$ cat src/rtl/ltpi_data_channel_target_mm.sv
// LTPI data-channel target: accepts request payloads and replays them as Avalon-MM accesses.
// Build option: define LTPI_DC_TARGET_WRRESP_EN to complete writes on avm_writeresponsevalid.

package ltpi_data_channel_target_mm_pkg;

    localparam int unsigned TIMER_1MS_60MHZ = 60000;

    typedef enum logic [7:0] {
        READ_REQ   = 8'h00,
        WRITE_REQ  = 8'h01,
        READ_COMP  = 8'h02,
        WRITE_COMP = 8'h03,
        CRC_ERROR  = 8'h04
    } Data_channel_cmd_t;

    typedef struct packed {
        logic [7:0]        tag;
        Data_channel_cmd_t command;
        logic [31:0]       address;
        logic [31:0]       data;
        logic [3:0]        byte_en;
        logic [3:0]        operation_status;
    } Data_channel_payload_t;

endpackage

module ltpi_data_channel_target_mm
    import ltpi_data_channel_target_mm_pkg::*;
#(
    parameter int unsigned TIMEOUT_CYCLES = 10 * TIMER_1MS_60MHZ
) (
    input  logic                  clk,
    input  logic                  reset_n,
    input  logic                  req_valid,
    output logic                  req_ack,
    input  Data_channel_payload_t req,
    output logic                  resp_valid,
    output Data_channel_payload_t resp,
    output logic [31:0]           avm_address,
    output logic                  avm_read,
    output logic                  avm_write,
    output logic [31:0]           avm_writedata,
    output logic [3:0]            avm_byteenable,
    input  logic                  avm_waitrequest,
    input  logic [31:0]           avm_readdata,
    input  logic                  avm_readdatavalid,
    input  logic [1:0]            avm_response,
    input  logic                  avm_writeresponsevalid,
    output logic                  busy,
    output logic                  timeout
);

    localparam int unsigned CNT_W = (TIMEOUT_CYCLES > 1) ? $clog2(TIMEOUT_CYCLES) : 1;
    localparam logic [CNT_W-1:0] CNT_LAST = CNT_W'(TIMEOUT_CYCLES - 1);
    localparam logic [3:0] STATUS_OK      = 4'h0;
    localparam logic [3:0] STATUS_ERR     = 4'h1;
    localparam logic [3:0] STATUS_TIMEOUT = 4'h2;

    typedef enum logic [2:0] {
        StIdle, StAccept, StIssue, StWaitRd, StWaitWr, StResp
    } state_t;

    state_t                r_state;
    logic [CNT_W-1:0]      r_cnt;
    logic                  r_cmd_ok;
    logic                  r_is_write;
    logic [7:0]            r_tag;
    logic                  r_req_ack;
    logic                  r_resp_valid;
    logic                  r_timeout;
    Data_channel_payload_t r_resp;
    logic [31:0]           r_avm_address;
    logic                  r_avm_read;
    logic                  r_avm_write;
    logic [31:0]           r_avm_writedata;
    logic [3:0]            r_avm_byteenable;

    Data_channel_payload_t w_comp;
    logic                  w_done;
    logic                  w_expire_hit;
    logic                  w_expired;
    logic [3:0]            w_rsp_status;
    logic                  w_unused;

    function automatic logic [31:0] f_mask(input logic [31:0] data, input logic [3:0] be);
        logic [31:0] m;
        m = '0;
        for (int i = 0; i < 4; i++) m[8*i +: 8] = be[i] ? data[8*i +: 8] : 8'h00;
        return m;
    endfunction

    assign w_expired    = (r_cnt == CNT_LAST);
    assign w_rsp_status = (avm_response != 2'b00) ? STATUS_ERR : STATUS_OK;

    // Decide whether the in-flight access finishes this cycle and build its completion.
    always_comb begin
        w_done         = 1'b0;
        w_expire_hit   = 1'b0;
        w_comp         = '0;
        w_comp.tag     = r_tag;
        w_comp.command = r_is_write ? WRITE_COMP : READ_COMP;
        w_comp.address = r_avm_address;
        w_comp.byte_en = r_avm_byteenable;
        if ((r_state inside {StIssue, StWaitRd, StWaitWr}) && w_expired) begin
            w_done                  = 1'b1;
            w_expire_hit            = 1'b1;
            w_comp.operation_status = STATUS_TIMEOUT;
        end else if (!r_is_write && avm_readdatavalid &&
                     (r_state == StWaitRd || (r_state == StIssue && !avm_waitrequest))) begin
            w_done                  = 1'b1;
            w_comp.data             = f_mask(avm_readdata, r_avm_byteenable);
            w_comp.operation_status = w_rsp_status;
        end
`ifdef LTPI_DC_TARGET_WRRESP_EN
        else if (r_state == StWaitWr && avm_writeresponsevalid) begin
            w_done                  = 1'b1;
            w_comp.operation_status = w_rsp_status;
        end
`else
        else if (r_state == StIssue && r_is_write && !avm_waitrequest) begin
            w_done = 1'b1;
        end
`endif
    end

    always_ff @(posedge clk) begin
        if (!reset_n) begin
            r_state          <= StIdle;
            r_cnt            <= '0;
            r_cmd_ok         <= 1'b0;
            r_is_write       <= 1'b0;
            r_tag            <= '0;
            r_req_ack        <= 1'b0;
            r_resp_valid     <= 1'b0;
            r_timeout        <= 1'b0;
            r_resp           <= '0;
            r_resp.command   <= READ_REQ;
            r_avm_address    <= '0;
            r_avm_read       <= 1'b0;
            r_avm_write      <= 1'b0;
            r_avm_writedata  <= '0;
            r_avm_byteenable <= '0;
        end else begin
            r_req_ack    <= 1'b0;
            r_resp_valid <= 1'b0;
            r_timeout    <= 1'b0;
            unique case (r_state)
                StIdle: begin
                    r_cnt <= '0;
                    if (req_valid) begin
                        r_tag            <= req.tag;
                        r_is_write       <= (req.command == WRITE_REQ);
                        r_cmd_ok         <= (req.command == READ_REQ) ||
                                            (req.command == WRITE_REQ);
                        r_avm_address    <= req.address;
                        r_avm_byteenable <= req.byte_en;
                        r_avm_writedata  <= f_mask(req.data, req.byte_en);
                        r_req_ack        <= 1'b1;
                        r_state          <= StAccept;
                    end
                end
                StAccept: begin
                    if (r_cmd_ok) begin
                        r_avm_read  <= !r_is_write;
                        r_avm_write <= r_is_write;
                        r_state     <= StIssue;
                    end else begin
                        r_state <= StIdle;
                    end
                end
                StIssue, StWaitRd, StWaitWr: begin
                    r_cnt <= r_cnt + 1'b1;
                    if (w_done) begin
                        r_avm_read   <= 1'b0;
                        r_avm_write  <= 1'b0;
                        r_resp       <= w_comp;
                        r_resp_valid <= 1'b1;
                        r_timeout    <= w_expire_hit;
                        r_state      <= StResp;
                    end else if (r_state == StIssue && !avm_waitrequest) begin
                        r_avm_read  <= 1'b0;
                        r_avm_write <= 1'b0;
                        r_state     <= r_is_write ? StWaitWr : StWaitRd;
                    end
                end
                StResp: begin
                    r_cnt   <= '0;
                    r_state <= StIdle;
                end
                default: r_state <= StIdle;
            endcase
        end
    end

`ifdef LTPI_DC_TARGET_WRRESP_EN
    assign w_unused = ^req.operation_status;
`else
    assign w_unused = ^{req.operation_status, avm_writeresponsevalid};
`endif

    assign req_ack        = r_req_ack;
    assign resp_valid     = r_resp_valid;
    assign resp           = r_resp;
    assign avm_address    = r_avm_address;
    assign avm_read       = r_avm_read;
    assign avm_write      = r_avm_write;
    assign avm_writedata  = r_avm_writedata;
    assign avm_byteenable = r_avm_byteenable;
    assign busy           = (r_state != StIdle);
    assign timeout        = r_timeout;

endmodule

$ cat config.mk
export PLATFORM = sky130hd
export DESIGN_NAME = ltpi_data_channel_target_mm
export DESIGN_NICKNAME = d
export VERILOG_FILES = /design/src/rtl/ltpi_data_channel_target_mm.sv
export SDC_FILE = /design/constraint.sdc
export NUM_CORES = 1
export LEC_CHECK = 0
export ABC_AREA = 1
export CORE_MARGIN = 2
export CORE_UTILIZATION = 30
export CTS_CLUSTER_SIZE = 12
export DETAILED_ROUTE_END_ITERATION = 8
export SLEW_MARGIN = 20
export SYNTH_ARGS = -nofsm -noshare
export SYNTH_HDL_FRONTEND = slang
export SYNTH_SLANG_ARGS = --single-unit
$ cat constraint.sdc
create_clock -name clk -period 1.68 [get_ports clk]
set_input_delay 0.252 -clock clk [delete_from_list [all_inputs] [get_ports clk]]
set_output_delay 0.252 -clock clk [all_outputs]
set_load 0.01 [all_outputs]
Yosys cells after proc, flatten, opt, wreduce, memory -nomap -nowiden
Cells that the tools add are included.
Storage, ports and cells
  memories kept: 0
  register bits: 194
  logic and storage cells: 89
  memory bits (read-only): 0
  memory bits (writable): 0
  bits of input ports: 128
  output and inout port bits: 162
  latch bits: 0
Cells by class
  $mul: 0
  order comparisons: 0
  equality and inequality tests: 10
  reduce and logical (&&, ||, !) cells: 26
  $add $sub $neg: 1
  div/mod/pow operators: 0
  bitwise gates (word level): 0
  mux-type cells: 33
  shift operators: 0
Operators with widths (count)
  32-bit 2-to-1 mux: 2
  8-bit 2-to-1 mux: 8
  20-bit one-hot mux with 2 select lines: 1
  20-bit by 1-bit adder with 20-bit output, second input constant: 1
  20-bit == test, second input constant: 1
  1-bit 2-to-1 mux: 13
  3-bit 2-to-1 mux: 4
  2-bit AND reduction: 5
  3-bit one-hot mux with 3 select lines: 1
  8-bit by 1-bit == test with 1-bit output, second input constant: 1
  8-bit zero test: 1
  3-bit by 2-bit == test with 1-bit output, second input constant: 2
  3-bit == test, second input constant: 2
  1-bit logical AND: 6
  3-bit AND reduction: 2
  2-bit nonzero test: 3
  3-bit nonzero test: 2
  2-bit 2-to-1 mux: 2
  2-bit inequality test, second input constant: 2
  1-bit one-hot mux with 2 select lines: 2
  3-bit by 1-bit == test with 1-bit output, second input constant: 1
  3-bit zero test: 1
  3-bit inequality test, second input constant: 1
  3-bit OR reduction: 1
  other kinds (3): 5

Logic depth before layout (Yosys ltp)
Gate-level depths: netlist of the first run.
  depth in word-level cells: 8
  mapped depth: 13

Worst setup path before layout of the first run
No wires, ideal clock.
  kind: register -> register
  from: register r_cnt[0]
  to: register r_cnt[14]
  clock period less this slack: 1.702 ns
  cell stages (with the launch flop): 9
  path buffers: 0
  data arrival time: 1.587 ns
  setup slack: -0.022 ns
  path through: dfxtp_1 > ha_1 > nand3_1 > nor3_1 > nand3b_1 > nor2_1 > nand3_1 > o21ai_0 > nor2_1
Between the ends
  word-level cells in the longest chain between the ends: 2
RTL lines
  start, declared: RTL line 64  | logic [CNT_W-1:0] r_cnt;
  start signal, assigned: RTL line 172  | r_cnt <= r_cnt + 1'b1;
  20-bit by 1-bit adder with 20-bit output: RTL line 172
  20-bit one-hot mux with 2 select lines: RTL line 147  | unique case (r_state)
Every way passes these cells.
A chain may end at the register's enable or synchronous reset.

Worst setup path after layout of the first run
  from: register r_state[1]
  to: output busy
Between the ends
  word-level cells in the longest chain between the ends: 1
RTL lines
  start, declared: RTL line 63  | state_t r_state;
  start signal, assigned: RTL line 128  | r_state <= StIdle;
  start signal, assigned: RTL line 159  | r_state <= StAccept;
  start signal, assigned: RTL line 166  | r_state <= StIssue;
  3-bit nonzero test: RTL line 209  | assign busy = (r_state != StIdle);
  end, declared: RTL line 49  | output logic busy,
Every way passes these cells.

==> results of run 1 <==
==> how the worst max path moves through the flow <==
stage / to / slack [ns] / cells past startpoint
2_1_floorplan: resp[29] / 0.04 / 9
3_3_place_gp: resp[1] / -0.10 / 12
3_5_place_dp: r_state[0] / -0.08 / 11
4_1_cts: resp[33] / -0.11 / 12
5_1_grt: resp[15] / -0.11 / 10
6_report: busy / -0.003 / 6
==> routing by layer <==
layer | GRT usage, % | routed length [um] | part of all wire, % | vias to the layer above
li1 | - | - | - | 3754
met1 | 24.11 | 11880 | 45 | 3551
met2 | 31.00 | 12600 | 48 | 196
met3 | 4.854 | 1198 | 4.5 | 39
met4 | 7.143 | 715 | 2.7 | 0
met5 | 0 | 0 | 0 | -
==> worst max-delay path, cell delays in order, from the launching register on <==
cell	delay (ns)
sky130_fd_sc_hd__dfxtp_4	0.36
sky130_fd_sc_hd__nor2_4	0.11
sky130_fd_sc_hd__buf_4	0.11
sky130_fd_sc_hd__buf_4	0.11
sky130_fd_sc_hd__nand2_4	0.06
sky130_fd_sc_hd__buf_4	0.14
sky130_fd_sc_hd__buf_6	0.11
==> repair_timing <==
item | CTS | global route
pin swaps | 6 | 19
setup endpoints to repair | 74 | 94
cloned | 6 | 10
setup buffers | 13 | 7
hold endpoints to repair | 0 | 0
gates resized for setup | 38 | 91
==> stage by stage <==
step                        TNS, ns  instances  hold WS (ns)  util [%]
after global placement       -3.993       1544        0.4326     43.77
final                     -0.006138       1607        0.3275     49.51
after global routing         -3.502       1607        0.3435     49.51
after CTS                    -2.846       1595        0.3187     47.67
after floorplan                   0        988        0.3869         -
after detailed placement     -4.136       1544        0.4436     43.77
==> cell usage after synthesis (all sizes together) (2+ instances only) <==
cell / instances
nor2: 196
dfxtp: 186
nand2: 154
a21oi: 99
o21ai: 94
buf: 71
nand3: 44
inv: 41
nand4: 40
clkbuf: 35
nor3: 10
a2bb2oi: 2
==> power by group through the flow <==
stage          Combinational (uW)  Clock, uW  Sequential, uW
2_1_floorplan                 519          0            4730
3_3_place_gp                 1160          0            4730
6_report                     1190       4050            4640
4_1_cts                      1180       4150            4630
5_1_grt                      1290       4320            4650
3_5_place_dp                 1160          0            4730
==> layout make-up <==
type                       instances  area [sq um]  share of cell area (%)
clock inverter                    12         120.1                  0.9975
sequential                       186          3750                   31.14
clock buffer                      20         466.7                   3.876
multi-input combinational        655          3211                   26.66
timing repair buffer             369          3916                   32.52
tap                              324         405.4                   3.367
inverter                          41         172.7                   1.434
==> logic make-up after synthesis <==
family                   synth area share, %
flip-flops                             49.98
buffers and inverters                  10.40
AO/OA/AOI/OAI                          13.64
other                                0.05034
XOR/XNOR                              0.1176
adder cells (fa/ha/maj)               0.1679
AND/OR/NAND/NOR                        25.65
==> registers in the layout, summed over array words and instances (netlist names) <==
name            flops
avm_read            1
avm_write           1
r_tag               8
timeout             1
resp               80
r_state             3
req_ack             1
r_cnt              20
avm_writedata      32
resp_valid          1
r_cmd_ok            1
avm_byteenable      4
r_is_write          1
avm_address        32
==> metrics.log, run 1 <==
INFO  metric regToRegEndpoint = resp[39]
INFO  metric yosys-top-cells-area = sky130_fd_sc_hd__dfxtp_1 50%, sky130_fd_sc_hd__nor2_1 9.6%, sky130_fd_sc_hd__nand2_1 7.7%
INFO  metric number_of_antenna_violations_at_the_first_check_in_global_routing = 0
INFO  metric layout-area-overhead-vs-synth = 61.64%
INFO  metric hold_path.class = primary input to flip-flop
INFO  metric dominantRegCellSynth = sky130_fd_sc_hd__dfxtp_1
INFO  metric cts_tree = yes
INFO  metric rr_worst_depth = 10
INFO  metric async_set_or_reset_flop_fraction_in_the_synthesized_netlist = 0%
INFO  metric hold-path-endpoint = resp[1]
INFO  metric run_status = finished with violations
INFO  metric power_report.internal_total = ~7300 uW
INFO  metric grt_first_pass_wirelength = 38.85 mm
INFO  metric final_min_period_over_clock_period = 100.2%
INFO  metric final_design_area_no_fill = roughly 12000 sq um
INFO  metric cts.clk_slew.worst_paths = about 0.070 ns
INFO  metric die_x = 161.6 um
INFO  metric detailed_place.area = around 11000 sq um
INFO  metric synth.yosys.seq_area_share = 49.98%
INFO  metric worst-path-max-fanout = 3
INFO  metric timing.hold.worst.start = reset_n
INFO  metric cts-root-to-sink-buffers = 2
INFO  metric cp.required = 1.43 ns
INFO  metric first_iter_violations = 408
INFO  metric fp.dieH = about 160 um
INFO  metric drt-total-wl = between 20 and 30 mm
INFO  metric post-dp-hpwl = about 16 mm
INFO  metric worst_skew_pair.late_latency = around 0.43 ns
INFO  metric synthesis.instances = 981
INFO  metric p_clk_share = about two fifths
INFO  metric critPathArrivalTime = 1.43 ns
INFO  metric post-layout-total-power = just under 10000 uW
INFO  metric sequentialPowerShare = between 40% and 50%
INFO  metric critical_path.endpoint_type = output port
INFO  metric most_frequent_standard_cell_in_the_layout_excluding_fill_and_tap_cells = sky130_fd_sc_hd__clkdlybuf4s50_1
INFO  metric power_density = 820.9 nW/um^2
INFO  metric synth.yosys.warnings = 0
INFO  metric post-synth-top-area-fraction = ~50%
INFO  metric initial_utilization = 30.63%
INFO  metric timing_max_transition_violations_final = 0
INFO  metric worst_hold_path.num_cells = 4
INFO  metric post-place-ws = -0.08328 ns
INFO  metric rr_startpoint = r_state[1]
INFO  metric nets = between 1000 and 1500
INFO  metric setup_slack = -0.003172 ns
INFO  metric switching_share = between 20% and 30%
INFO  metric worst_clock_skew = around 0.016 ns
INFO  metric startpoint = r_state[1]
INFO  metric synthesized_area = between 7000 and 8000 sq um
INFO  metric vias_per_cell = roughly 4.7
INFO  metric final-setup-viol-count = 3
INFO  metric gr-usage-all-layers = approximately a fifth
INFO  metric layout_min_cycle_time = about 1.7 ns
INFO  metric post_drt_wl_per_cell = approximately 16 um
INFO  metric final_hold_viol_count = 0
INFO  metric cts_inserted_buffers = 17
INFO  metric first_global_vias = 7208
INFO  metric critical_path_class = flip-flop to output port
INFO  metric comb_power_share = 12.1%
INFO  metric avgSynthCellArea = ~7.6 sq um
INFO  metric layout_common_cells = 270 x sky130_fd_sc_hd__clkdlybuf4s50_1, 171 x sky130_fd_sc_hd__dfxtp_1, 162 x sky130_fd_sc_hd__nor2_1, 144 x sky130_fd_sc_hd__nand2_1, 91 x sky130_fd_sc_hd__a21oi_1
INFO  metric ctsHoldBuffers = 0
INFO  metric r2r_setup_slack = -0.003 ns
INFO  metric drt_pass1_iterations = 5
INFO  metric ctsHtreeMaxLevel = 4
INFO  metric leak_pwr = roughly 0.0047 uW
INFO  metric vdd_ir_drop_max = between 500 and 600 uV
INFO  metric synth_top_cell_by_area = sky130_fd_sc_hd__dfxtp_1
INFO  metric ios = 290
INFO  metric final_layout_size_suffix_gt1_share = 16.91%
INFO  metric diodes = 0
INFO  metric cts.sink_count = about 190
INFO  metric core_area = between 20000 and 25000 sq um
INFO  metric unrepaired_setup_endpoints_after_global_routing = yes
INFO  metric maxCapViolations = 0
INFO  metric io_buffer_count = between 200 and 300
INFO  metric power_dissipated_by_switching_net_loads = 2597 uW
INFO  metric final_antenna_net_count = 0
INFO  metric fp.dieArea = roughly 26000 sq um
INFO  metric violations = setup timing
INFO  metric pin_count_of_the_biggest_net_entering_global_routing = 85
INFO  metric ctsRootBufferMaster = sky130_fd_sc_hd__clkbuf_16
INFO  metric synth_cell_types = 31
INFO  metric synth_enable_flop_cells = 0
INFO  metric synth-seq-cells = 186
INFO  metric fill_cells = 2304
INFO  metric maxClockFrequency = 594.1 MHz
INFO  metric drc_errors = 0
INFO  metric globalRoute.totalOverflow = 0
INFO  metric setup.worst_path.start_class = flip-flop
INFO  metric via_count = 7540
INFO  metric gpl.final_weighted_congestion = between 0.8 and 0.9
INFO  metric placement_rows = 57
No activity file was read; power rests on OpenSTA's default activity.
==> run 2: changes to the inputs <==
--- a/config.mk
+++ b/config.mk
@@ -6,10 +6,10 @@
 export NUM_CORES = 1
 export LEC_CHECK = 0
 export ABC_AREA = 1
-export CORE_MARGIN = 2
 export CORE_UTILIZATION = 30
 export CTS_CLUSTER_SIZE = 12
 export DETAILED_ROUTE_END_ITERATION = 8
+export RECOVER_POWER = 100
 export SLEW_MARGIN = 20
 export SYNTH_ARGS = -nofsm -noshare
 export SYNTH_HDL_FRONTEND = slang
==> metrics.log, run 2 (synthesis results as in run 1) <==
INFO  metric power_dissipated_by_switching_net_loads = 2519 uW (-3.0%)
INFO  metric layout-area-overhead-vs-synth = 54.58%
INFO  metric power_density = 837.2 nW/um^2 (+2.0%)
INFO  metric number_of_antenna_violations_at_the_first_check_in_global_routing = 0 (unchanged)
INFO  metric core_area = 24320 sq um (unchanged)
INFO  metric initial_utilization = 30.63% (unchanged)
INFO  metric layout_min_cycle_time = 1.662 ns (-0.02084 ns)
INFO  metric timing.hold.worst.start = reset_n
INFO  metric timing.hold.ws = 0.1704 ns (-0.1571 ns)
INFO  metric post_drt_wl_per_cell = 15.34 um (-6.6%)
INFO  metric first_global_vias = 6699 (-7.1%)
INFO  metric layout_common_cells = 270 x sky130_fd_sc_hd__clkdlybuf4s50_1, 188 x sky130_fd_sc_hd__nor2_1, 175 x sky130_fd_sc_hd__dfxtp_1, 149 x sky130_fd_sc_hd__nand2_1, 94 x sky130_fd_sc_hd__a21oi_1
INFO  metric drc_errors = 0 (unchanged)
INFO  metric final_layout_size_suffix_gt1_share = 12.01% (-4.9 points)
INFO  metric cts.sink_count = 186 (unchanged)
INFO  metric numPlacedInstances = 1540 (-0.26%)
INFO  metric post-place-ws = -0.1539 ns (-0.07064 ns)
INFO  metric highest-signal-layer = met4
INFO  metric rr_startpoint = r_state[1]
INFO  metric maxClockFrequency = 601.6 MHz (+1.3%)
INFO  metric unrepaired_setup_endpoints_after_global_routing = yes
INFO  metric worst_clock_skew = 0.01317 ns (-0.002655 ns)
INFO  metric nets = 1382 (-1.2%)
INFO  metric hold_path.class = primary input to flip-flop
INFO  metric gr-usage-all-layers = 18.34% (-0.63 points)
INFO  metric run_status = complete, no violations
INFO  metric cts.clk_slew.worst_paths = 0.07 ns (about the same)
INFO  metric setup.worst_path.start_class = flip-flop
INFO  metric rr_worst_depth = 10 (unchanged)
INFO  metric gpl.final_weighted_congestion = 0.8643 (+3.1%)
INFO  metric startpoint = r_state[1]
INFO  metric timing_max_transition_violations_final = 0 (unchanged)
INFO  metric maxCapViolations = 0 (unchanged)
INFO  metric globalRoute.totalOverflow = 0 (unchanged)
INFO  metric ios = 290 (unchanged)
INFO  metric met3_wirelength = 1.488 mm (+24%)
INFO  metric worst_hold_path.num_cells = 3 (-1)
INFO  metric met2WireLength = 11.90 mm (-5.6%)
INFO  metric most_frequent_standard_cell_in_the_layout_excluding_fill_and_tap_cells = sky130_fd_sc_hd__clkdlybuf4s50_1
INFO  metric first_iter_violations = 475 (+16%)
INFO  metric setup_slack = 0.01766 ns (+0.02084 ns)
INFO  metric cts_tree = yes
INFO  metric instances_no_fill = 1590 (-1.1%)
INFO  metric max_ffs_per_register = 80 (unchanged)
INFO  metric final_hold_viol_count = 0 (unchanged)
INFO  metric critical_path.endpoint_type = flip-flop
INFO  metric diodes = 0 (unchanged)
INFO  metric worst-path-max-fanout = 12 (+9)
INFO  metric cts_inserted_buffers = 17 (unchanged)
INFO  metric drt-total-wl = 24.39 mm (-7.6%)
INFO  metric fp.dieH = 159.6 um (-1.2%)
INFO  metric met1Wirelength = 10.56 mm (-11%)
INFO  metric die_x = 159.6 um (-1.2%)
INFO  metric final_antenna_net_count = 0 (unchanged)
INFO  metric critPathArrivalTime = 1.98 ns (+0.55 ns)
INFO  metric ctsHtreeMaxLevel = 4 (unchanged)
INFO  metric worst_skew_pair.late_latency = 0.43 ns (about the same)
INFO  metric fp.dieArea = 25470 sq um (-2.5%)
INFO  metric grt_first_pass_wirelength = 37.08 mm (-4.6%)
INFO  metric final-setup-viol-count = 0 (-3)
INFO  metric final_min_period_over_clock_period = 98.95% (-1.2 points)
INFO  metric leak_pwr = 0.004432 uW (-5.3%)
INFO  metric p_clk_share = 40.1% (-0.9 points)
INFO  metric via_count = 7277 (-3.5%)
INFO  metric io_buffer_count = 276 (unchanged)
INFO  metric post-dp-hpwl = 16.25 mm (-1.2%)
INFO  metric sequentialPowerShare = 48.0% (+1.1 points)
INFO  metric pin_count_of_the_biggest_net_entering_global_routing = 84 (-1.2%)
INFO  metric fin_tns_setup = 0 ns (+0.006138 ns)
INFO  metric critical_path_class = flip-flop to flip-flop
INFO  metric vias_per_cell = 4.577 (-2.5%)
INFO  metric comb_power_share = 11.8% (-0.3 points)
INFO  metric power_report.internal_total = 7123 uW (-2.3%)
INFO  metric vdd_ir_drop_max = 598.0 uV (+16%)
INFO  metric cp.required = 2.00 ns (+0.57 ns)
INFO  metric ctsRootBufferMaster = sky130_fd_sc_hd__clkbuf_16
INFO  metric cts-root-to-sink-buffers = 2 (unchanged)
INFO  metric switching_share = 26.13% (-0.15 points)
INFO  metric drt_pass1_iterations = 5 (unchanged)
INFO  metric placement_rows = 57 (unchanged)
-- run 2: worst paths after layout --
check / endpoint / slack (ns)
min reg2reg: resp[73] / 0.44
min: resp[73] / 0.17
max reg2reg: resp[41] / 0.02
max: resp[41] / 0.02
-- run 2: final cells by class --
cell class / count / area [sq um]
clock buffers: 18 / 429.2
clock inverters: 14 / 131.4
fillers: 2413 / 12800
inverters: 41 / 168.9
multi-input cells: 655 / 3053
flip-flops and latches: 186 / 3745
well taps: 324 / 405.4
repair buffers: 352 / 3583
-- run 2: power by group through the flow --
stage,combinational [uW],sequential (uW),clock (uW)
after global placement,1140,4730,0
after CTS,1150,4630,4000
after detailed placement,1140,4730,0
after global routing,1250,4650,4200
final,1140,4630,3870
after floorplan,519,4730,0
-- run 2: timing repair --
item / in CTS / in global routing
endpoints found under the setup margin: 53 / 80
buffers inserted: 2 / 9
gates resized for setup: 8 / 43
pin swaps: 2 / 11
cloned: 0 / 7
hold buffers: 0 / 0
-- run 2: critical path: stages, from the launching register on --
cell and delay [ns]:
sky130_fd_sc_hd__dfxtp_4 0.39, sky130_fd_sc_hd__inv_4 0.05, sky130_fd_sc_hd__nor2_4 0.17, sky130_fd_sc_hd__a21oi_4 0.06, sky130_fd_sc_hd__nor2_4 0.14, sky130_fd_sc_hd__nand2_4 0.09
sky130_fd_sc_hd__nand2_8 0.16, sky130_fd_sc_hd__clkinv_8 0.11, sky130_fd_sc_hd__buf_4 0.20, sky130_fd_sc_hd__nor2_1 0.12, sky130_fd_sc_hd__nor2_1 0.05
-- run 2: per-layer routing --
| metal | GRT usage (%) | vias to the layer above |
|---|---|---|
| met5 | 0 | - |
| met2 | 29.65 | 199 |
| li1 | - | 3708 |
| met1 | 23.10 | 3347 |
| met4 | 6.119 | 0 |
| met3 | 5.653 | 23 |
-- run 2: per-stage QoR --
| stage | cell area, sq um | power (uW) | utilization (%) |
|---|---|---|---|
| after global routing | 11520 | 10090 | 47.35 |
| after floorplan | 7481 | 5248 | - |
| final | 11520 | 9641 | 47.35 |
| after CTS | 11200 | 9782 | 46.06 |
| after global placement | 10600 | 5870 | 43.59 |
| after detailed placement | 10600 | 5874 | 43.59 |
